[config.mk]
export PLATFORM = sky130hd
export DESIGN_NAME = mpmc12_req_sequencer
export DESIGN_NICKNAME = d
export VERILOG_FILES = /design/src/rtl/mpmc12_req_sequencer.sv
export SDC_FILE = /design/constraint.sdc
export NUM_CORES = 1
export LEC_CHECK = 0
export CORE_MARGIN = 3
export CORE_UTILIZATION = 50
export DETAILED_ROUTE_END_ITERATION = 7
export MAX_ROUTING_LAYER = met4
export PLACE_DENSITY = 0.77
export SLEW_MARGIN = 20
export SYNTH_ARGS = -nofsm -noshare
export SYNTH_HDL_FRONTEND = slang
export SYNTH_SLANG_ARGS = --single-unit
[constraint.sdc]
create_clock -name clk -period 8.8 [get_ports clk]
set_clock_uncertainty 0.15 [all_clocks]
set_input_delay 0.88 -clock clk [delete_from_list [all_inputs] [get_ports clk]]
set_output_delay 0.88 -clock clk [all_outputs]
set_load 0.005 [all_outputs]
[src/rtl/mpmc12_req_sequencer.sv]
// Request sequencer for the MPMC12 DRAM port. It walks one FIFO head through
// setup, command/data issue, read response collection and the optional
// read-modify-write ALU pass, then pops the head. A per-state dwell counter
// doubles as the PRESET / ALU_WAIT length counter and the hang watchdog.
module mpmc12_req_sequencer #(
    parameter int MAX_STRIPS = 8,
    parameter int ALU_LAT    = 4,
    parameter int PRESET_CYC = 3,
    parameter int TO_CYCLES  = 1024,
    localparam int SW        = $clog2(MAX_STRIPS) + 1
) (
    input  logic          clk,
    input  logic          rst,
    input  logic          calib_complete,
    input  logic          rst_busy,
    input  logic          fifo_empty,
    input  logic          fifo_v,
    input  logic          req_cyc,
    input  logic          req_we,
    input  logic          req_rmw,
    input  logic [SW-1:0] num_strips,
    input  logic          app_rdy,
    input  logic          app_wdf_rdy,
    input  logic          rd_data_valid,
    input  logic          rmw_hit,
    output logic [3:0]    state,
    output logic          app_en,
    output logic          app_wdf_wren,
    output logic          fifo_rd,
    output logic [SW-1:0] req_strip_cnt,
    output logic [SW-1:0] resp_strip_cnt,
    output logic          timeout,
    output logic          busy
);

    localparam int TW = $clog2(TO_CYCLES) + 1;
    localparam logic [TW-1:0] TO_LAST  = TW'(TO_CYCLES - 1);
    localparam logic [TW-1:0] PRE_LAST = TW'(PRESET_CYC - 1);
    localparam logic [TW-1:0] ALU_LAST = TW'(ALU_LAT - 1);

    typedef enum logic [3:0] {
        IDLE        = 4'd0,
        PRESET      = 4'd1,
        WRITE       = 4'd2,
        READ_CMD    = 4'd3,
        READ_WAIT   = 4'd4,
        ALU         = 4'd5,
        ALU_WAIT    = 4'd6,
        WRITE_TRAMP = 4'd7,
        DONE        = 4'd8
    } state_t;

    state_t          state_q;
    state_t          state_nxt;
    state_t          rd_target;
    logic [TW-1:0]   dwell_cnt;
    logic [SW-1:0]   n_eff;
    logic [SW-1:0]   resp_post;
    logic            last_req;
    logic            resp_inc;
    logic            issue;
    logic            to_hit;
    logic            cnt_clr;

    assign state = state_q;
    assign busy  = (state_q != IDLE);

    // Next-state and strip bookkeeping decode
    always_comb begin
        n_eff     = (num_strips == '0) ? SW'(1) : num_strips;
        last_req  = (req_strip_cnt == n_eff - SW'(1));
        // responses are accepted while commands are still going out
        resp_inc  = ((state_q == READ_CMD) || (state_q == READ_WAIT)) &&
                    rd_data_valid && (resp_strip_cnt < n_eff);
        resp_post = resp_strip_cnt + SW'(resp_inc);
        issue     = ((state_q == WRITE) && app_rdy && app_wdf_rdy) ||
                    ((state_q == READ_CMD) && app_rdy);
        rd_target = req_rmw ? ALU : DONE;
        // dwell counter saturates, so losing calibration defers the abort
        to_hit    = (state_q != IDLE) && (dwell_cnt == TO_LAST) && calib_complete;
        state_nxt = state_q;
        case (state_q)
            IDLE:        if (!fifo_empty && fifo_v && !rst_busy && calib_complete)
                             state_nxt = PRESET;
            PRESET:      if (dwell_cnt == PRE_LAST)
                             state_nxt = !req_cyc ? DONE : (req_we ? WRITE : READ_CMD);
            WRITE:       if (issue && last_req)
                             state_nxt = DONE;
            READ_CMD:    if (issue && last_req)
                             state_nxt = (resp_post == n_eff) ? rd_target : READ_WAIT;
            READ_WAIT:   if (resp_post == n_eff)
                             state_nxt = rd_target;
            ALU:         if (rmw_hit)
                             state_nxt = ALU_WAIT;
            ALU_WAIT:    if (dwell_cnt == ALU_LAST)
                             state_nxt = WRITE_TRAMP;
            WRITE_TRAMP: state_nxt = WRITE;
            DONE:        state_nxt = IDLE;
            default:     state_nxt = IDLE;
        endcase
        if (to_hit)
            state_nxt = DONE;
        cnt_clr = ((state_nxt == PRESET) && (state_q != PRESET)) ||
                  ((state_q == WRITE_TRAMP) && (state_nxt == WRITE));
    end

    // State, counters and next-state-decoded registered outputs
    always_ff @(posedge clk) begin
        if (rst) begin
            state_q        <= IDLE;
            dwell_cnt      <= '0;
            req_strip_cnt  <= '0;
            resp_strip_cnt <= '0;
            app_en         <= 1'b0;
            app_wdf_wren   <= 1'b0;
            fifo_rd        <= 1'b0;
            timeout        <= 1'b0;
        end else begin
            state_q <= state_nxt;
            if ((state_nxt != state_q) || (state_q == IDLE))
                dwell_cnt <= '0;
            else if (dwell_cnt != TO_LAST)
                dwell_cnt <= dwell_cnt + TW'(1);
            req_strip_cnt  <= cnt_clr ? '0 : req_strip_cnt + SW'(issue);
            resp_strip_cnt <= cnt_clr ? '0 : resp_post;
            app_en         <= (state_nxt == WRITE) || (state_nxt == READ_CMD);
            app_wdf_wren   <= (state_nxt == WRITE);
            fifo_rd        <= (state_nxt == DONE);
            timeout        <= to_hit;
        end
    end

endmodule

==> impl_metrics.json, run 1 <==
{
  "final_common_cell": "clkdlybuf4s50_1",
  "cts_sinks": 27,
  "ys_seq_area_share_pct": 29.79,
  "io_pins": 34,
  "synth.largest_area_cell": "dfxtp_1",
  "grt_pass1_vias": 1448,
  "slew_violations": 0,
  "tightest_slew_ps": 856.5,
  "endpoint_kind": "flop",
  "drive_gt1_share_pct": 5.761,
  "core_region_area_um2": 3416,
  "async_flop_share_pct": 0,
  "root_buffer": "clkbuf_4",
  "fin_area_um2": 2135,
  "cts.clk_slew.worst_paths_ps": 150,
  "drc": 0,
  "use_met2_pct": 29.86,
  "cts_buffer_depth": 2,
  "r2r-start": "state[1]",
  "grt_use_total_pct": 19.08,
  "reg2regPathDepth": 14,
  "gr-total-overflow": 0,
  "hold_viol": 0,
  "fmax_mhz": 205.3,
  "min_period_over_period_pct": 55.35,
  "synth_top_area_share_pct": 29.79,
  "die_y_um": 66.24,
  "die_w_um": 66.24,
  "yosysWarningCount": 0,
  "worstSetupPathType": "primary input to flop",
  "slew_headroom_pct": 42.37,
  "holdPathStages": 2,
  "synth_edf_count": 0,
  "setup-tns-final_ps": 0,
  "synthTopCellsByArea": "dfxtp_1, ha_1, xnor2_1, nand3_1, nor2_1",
  "outcome": "finished, final reports clean",
  "area_growth_syn_to_layout_pct": 17.66,
  "wirelength_um": 4006,
  "syn_area_per_cell_um2": 8.399,
  "wl_per_cell_um": 13.86,
  "cts_hold_buf": 0,
  "post_cts_buffers": 0,
  "vias": 1623,
  "detailed_place.area_um2": 2107,
  "dieArea_um2": 4387,
  "tritoncts": "yes",
  "layout_common_cells": "clkdlybuf4s50_1, dfxtp_1, nor2_1",
  "cts_buffers": 3,
  "netlist_instances": 216,
  "synth_cell_types": 57,
  "hp-start": "dwell_cnt[10]",
  "dominantRegCellSynth": "dfxtp_1",
  "start_util_pct": 53.11,
  "hold_path_end": "dwell_cnt[10]",
  "nets": 271,
  "drtPass1Iterations": 4,
  "drtIter0Drc": 131,
  "grt_pass1_wl_um": 6451,
  "gp_congestion": 0.8183,
  "hold_path.class": "flop to flop",
  "cp.required_ps": 8900,
  "place_hpwl_um": 3021,
  "p_leak_nw": 0.7770,
  "h-tree-depth": 1,
  "post-route-min-period_ps": 4871,
  "ys_ff_latch": 27,
  "gr-usage-met3_pct": 2.211,
  "powerDensity_nw_per_um2": 94.04,
  "clk_latency_ps": 320,
  "top_usage_layer": "met2",
  "rsz0062_at_grt": "no",
  "port_buffers": 33,
  "via_per_inst": 5.616,
  "setup_viol": 0,
  "antenna_cells": 0,
  "antenna_found_initial": 0,
  "ctsResizeCount": 0,
  "ir_worst_vdd_v": 0.00006293,
  "hold_ws_ps": 379.9,
  "synth_nets": 243,
  "fp-row-count": 21,
  "grt_max_degree": 19,
  "start_kind": "primary input",
  "r2r_end": "dwell_cnt[10]",
  "ant_nets": 0,
  "cp_max_fo": 11,
  "maxCapViolCount": 0,
  "critPathArrivalTime_ps": 4970,
  "grt_use_met1_pct": 25.72,
  "syn-cell-area_um2": 1814,
  "regToRegSetupSlack_ps": 4590
}
## power by group
part | leakage (nW) | internal (mW) | total [mW] | switching (mW)
clock network | 0.0177 | 0.0170 | 0.0541 | 0.0370
registers | 0.217 | 0.123 | 0.123 | 0.000909
logic | 0.542 | 0.0128 | 0.0232 | 0.0104
total | 0.777 | 0.152 | 0.201 | 0.0484
## cell usage after synthesis, types with 2 or more instances
| cell type | instances |
|---|---|
| dfxtp_1 | 27 |
| nor2b_1 | 6 |
| nand4_1 | 5 |
| a21oi_1 | 10 |
| nor3_1 | 10 |
| ha_1 | 10 |
| and4b_1 | 2 |
| xnor2_1 | 10 |
| nor3b_1 | 4 |
| or4_1 | 2 |
| o21ai_0 | 10 |
| nand2_1 | 12 |
| clkbuf_8 | 4 |
| or3_1 | 3 |
| inv_1 | 10 |
| a22oi_1 | 3 |
| and3_1 | 2 |
| buf_6 | 2 |
| xor2_1 | 8 |
| nor2_1 | 20 |
| nor4_1 | 3 |
| clkbuf_1 | 2 |
| nand3_1 | 15 |
| o21a_1 | 3 |
## critical path, stage by stage
cell and delay (ps):
clkdlybuf4s50_1 630, inv_1 80, ha_1 300, o21a_1 100
o21a_1 160, o21ai_0 150, and4b_1 210, ha_1 170
ha_1 290, or2_0 220, o21ai_1 130, a22oi_1 110
or3_1 380, o221a_2 330, o21ai_0 150, nand3_1 340
a311oi_1 340
## worst max-delay path by stage
stage	startpoint	endpoint	slack, ps	cells past startpoint
finish	num_strips[1]	dwell_cnt[10]	3930	17
global route	num_strips[1]	dwell_cnt[10]	3660	17
CTS	num_strips[1]	dwell_cnt[10]	3930	17
detailed placement	num_strips[1]	dwell_cnt[10]	3600	17
global placement	num_strips[1]	dwell_cnt[10]	3720	17
floorplan	num_strips[1]	req_strip_cnt[2]	4570	17
## stage by stage
stage	worst slack (ps)	std cells	power (mW)	utilization, %
floorplan	4572	216	0.1394	-
global placement	3720	285	0.1492	61.69
detailed placement	3597	285	0.1493	61.69
CTS	3933	289	0.2027	62.49
global route	3656	289	0.2077	62.49
finish	3929	289	0.2007	62.49
## layout make-up
type	count	area, um2
clock buffers	3	22.52
clock inverters	1	5.005
fillers	318	1281
inverters	10	37.54
multi-input cells	169	1141
flip-flops and latches	27	540.5
well taps	46	57.56
repair buffers	33	330.3
## layer usage
metal,vias up,routed length (um)
li1,841,-
met2,55,1794
met3,2,223
met5,-,0
met4,0,21
met1,725,1968
## kinds of logic (layout without fill, tap and decap cells)
kind of cell / Yosys count / count (layout) / synth area share [%]
simple gates: 95 / 95 / 28.90
xor+xnor: 18 / 18 / 8.690
mux: 1 / 1 / 0.5517
fa+ha+maj: 10 / 10 / 6.897
compound gates: 45 / 45 / 17.86
buf+inv: 20 / 47 / 7.310
flops: 27 / 27 / 29.79
## state kept, by name, summed over array words and instances, names as in the netlist
name / count
state: 4
req_strip_cnt: 4
resp_strip_cnt: 4
app_en: 1
app_wdf_wren: 1
dwell_cnt: 11
timeout: 1
fifo_rd: 1
No activity file was read; power rests on OpenSTA's default activity.
==> run 2, diff against run 1 <==
==> constraint.sdc (replaced) <==
create_clock -name clk -period 4.6 [get_ports clk]
set_clock_uncertainty 0.15 [all_clocks]
set_input_delay 0.46 -clock clk [delete_from_list [all_inputs] [get_ports clk]]
set_output_delay 0.46 -clock clk [all_outputs]
set_load 0.005 [all_outputs]
==> impl_metrics.json, run 2 (synthesis results as in run 1) <==
{
  "io_pins": 34,
  "final_common_cell": "clkdlybuf4s50_1",
  "hold_ws_ps": 389.7,
  "hold_viol": 0,
  "layout_common_cells": "clkdlybuf4s50_1, dfxtp_1, nor2_1",
  "grt_pass1_vias": 1539,
  "ctsResizeCount": 0,
  "seq_power_share_pct": 60.9,
  "hold_path.class": "flop to flop",
  "stdcell_count": 298,
  "antenna_cells": 0,
  "largest_reg_flops": 11,
  "cts.clk_slew.worst_paths_ps": 140,
  "clk_latency_ps": 320,
  "grt_pass1_wl_um": 6941,
  "fp-row-count": 21,
  "nFillCells": 309,
  "setup-tns-final_ps": 0,
  "maxCapViolCount": 0,
  "drtPass1Iterations": 4,
  "antenna_found_initial": 0,
  "tightest_slew_ps": 807.4,
  "die_y_um": 66.24,
  "area_growth_syn_to_layout_pct": 22.00,
  "start_util_pct": 53.11,
  "regToRegSetupSlack_ps": 740,
  "outcome": "finished, final reports clean",
  "place_hpwl_um": 3204,
  "multi_input_area_um2": 1141,
  "p_clk_share_pct": 26.5,
  "cts_hold_buf": 0,
  "grt_max_degree": 16,
  "grt_use_total_pct": 20.41,
  "gp_congestion": 0.8743,
  "gr-total-overflow": 0,
  "h-tree-depth": 1,
  "ant_nets": 0,
  "post_cts_buffers": 0,
  "endpoint_kind": "flop",
  "wirelength_um": 4185,
  "vias": 1696,
  "fmax_mhz": 239.6,
  "cts_sinks": 27,
  "die_w_um": 66.24,
  "post-route-min-period_ps": 4173,
  "rsz0062_at_grt": "no",
  "setup_viol": 0,
  "start_kind": "primary input",
  "cts_buffers": 3,
  "worstSetupPathType": "primary input to flop",
  "top_register": "dwell_cnt",
  "nets": 280,
  "pwr-share-comb_pct": 12.6,
  "p_int_mw": 0.2956,
  "critPathArrivalTime_ps": 4220,
  "dp.cells": 294,
  "p_total_mw": 0.3865,
  "tritoncts": "yes",
  "slew_violations": 0,
  "p_leak_nw": 0.8252,
  "min_period_over_period_pct": 90.73,
  "slew_headroom_pct": 45.68,
  "ir_worst_vdd_v": 0.0001261,
  "ff_latch_area_um2": 540.5,
  "drive_gt1_share_pct": 8.730,
  "powerDensity_nw_per_um2": 174.6,
  "drtIter0Drc": 138,
  "root_buffer": "clkbuf_4",
  "dieArea_um2": 4387,
  "cp.required_ps": 4650,
  "drc": 0,
  "switching_power_mw": 0.09091,
  "power.share.switching_pct": 23.52,
  "cts_buffer_depth": 2,
  "via_per_inst": 5.691,
  "fin_util_pct": 64.80,
  "core_region_area_um2": 3416,
  "wl_per_cell_um": 14.04,
  "port_buffers": 33,
  "cp_max_fo": 8
}
## run 2: cell types whose count changed in the layout (fill, tap and decap cells not counted)
cell	previous run	this run
clkbuf_1	0	1
buf_4	0	8
clkinv_2	1	0
buf_12	0	1
## run 2: layer usage
| metal | wire [um] | GRT usage (%) | up-vias |
|---|---|---|---|
| met5 | 0 | - | - |
| met4 | 34 | 5.838 | 0 |
| met3 | 168 | 2.381 | 4 |
| met2 | 1914 | 30.98 | 43 |
| met1 | 2068 | 28.48 | 794 |
| li1 | - | - | 855 |
## run 2: worst max-delay path: stages
cell	delay (ps)
clkdlybuf4s50_1	500
inv_1	60
ha_1	280
o21a_1	100
o21a_1	160
o21ai_0	120
and4b_1	190
ha_1	160
ha_1	280
or2_0	210
o21ai_1	130
a22oi_1	120
or3_1	390
o221a_2	330
a21o_1	200
a211oi_4	440
nor3_1	90
## run 2: final timing paths
| path | cells past startpoint | start | to |
|---|---|---|---|
| worst max-delay path | 17 | num_strips[1] | req_strip_cnt[3] |
| worst min register to register | 2 | dwell_cnt[10] | dwell_cnt[10] |
| worst max register to register | 15 | resp_strip_cnt[1] | req_strip_cnt[3] |
| worst min-delay path | 2 | dwell_cnt[10] | dwell_cnt[10] |
## run 2: cell type report
cell class,count,share of cell area (%)
Timing Repair Buffer,42,18.54
Multi-Input combinational cell,169,51.55
Sequential cell,27,24.42
Tap cell,46,2.600
Clock buffer,4,1.187
Inverter,10,1.696
## run 2: power groups by stage
stage	clock [mW]	combinational, mW	sequential [mW]
after floorplan	0	0.0268	0.240
after global placement	0	0.0479	0.240
after detailed placement	0	0.0483	0.241
after CTS	0.105	0.0486	0.235
after global routing	0.111	0.0529	0.236
final	0.102	0.0486	0.235
## run 2: per-stage QoR
| step | setup slack (ps) | area, um2 |
|---|---|---|
| 2_1_floorplan | 792.0 | 1814 |
| 3_3_place_gp | 134.5 | 2187 |
| 3_5_place_dp | 64.79 | 2187 |
| 4_1_cts | 429.2 | 2213 |
| 5_1_grt | 134.1 | 2213 |
| 6_report | 426.6 | 2213 |
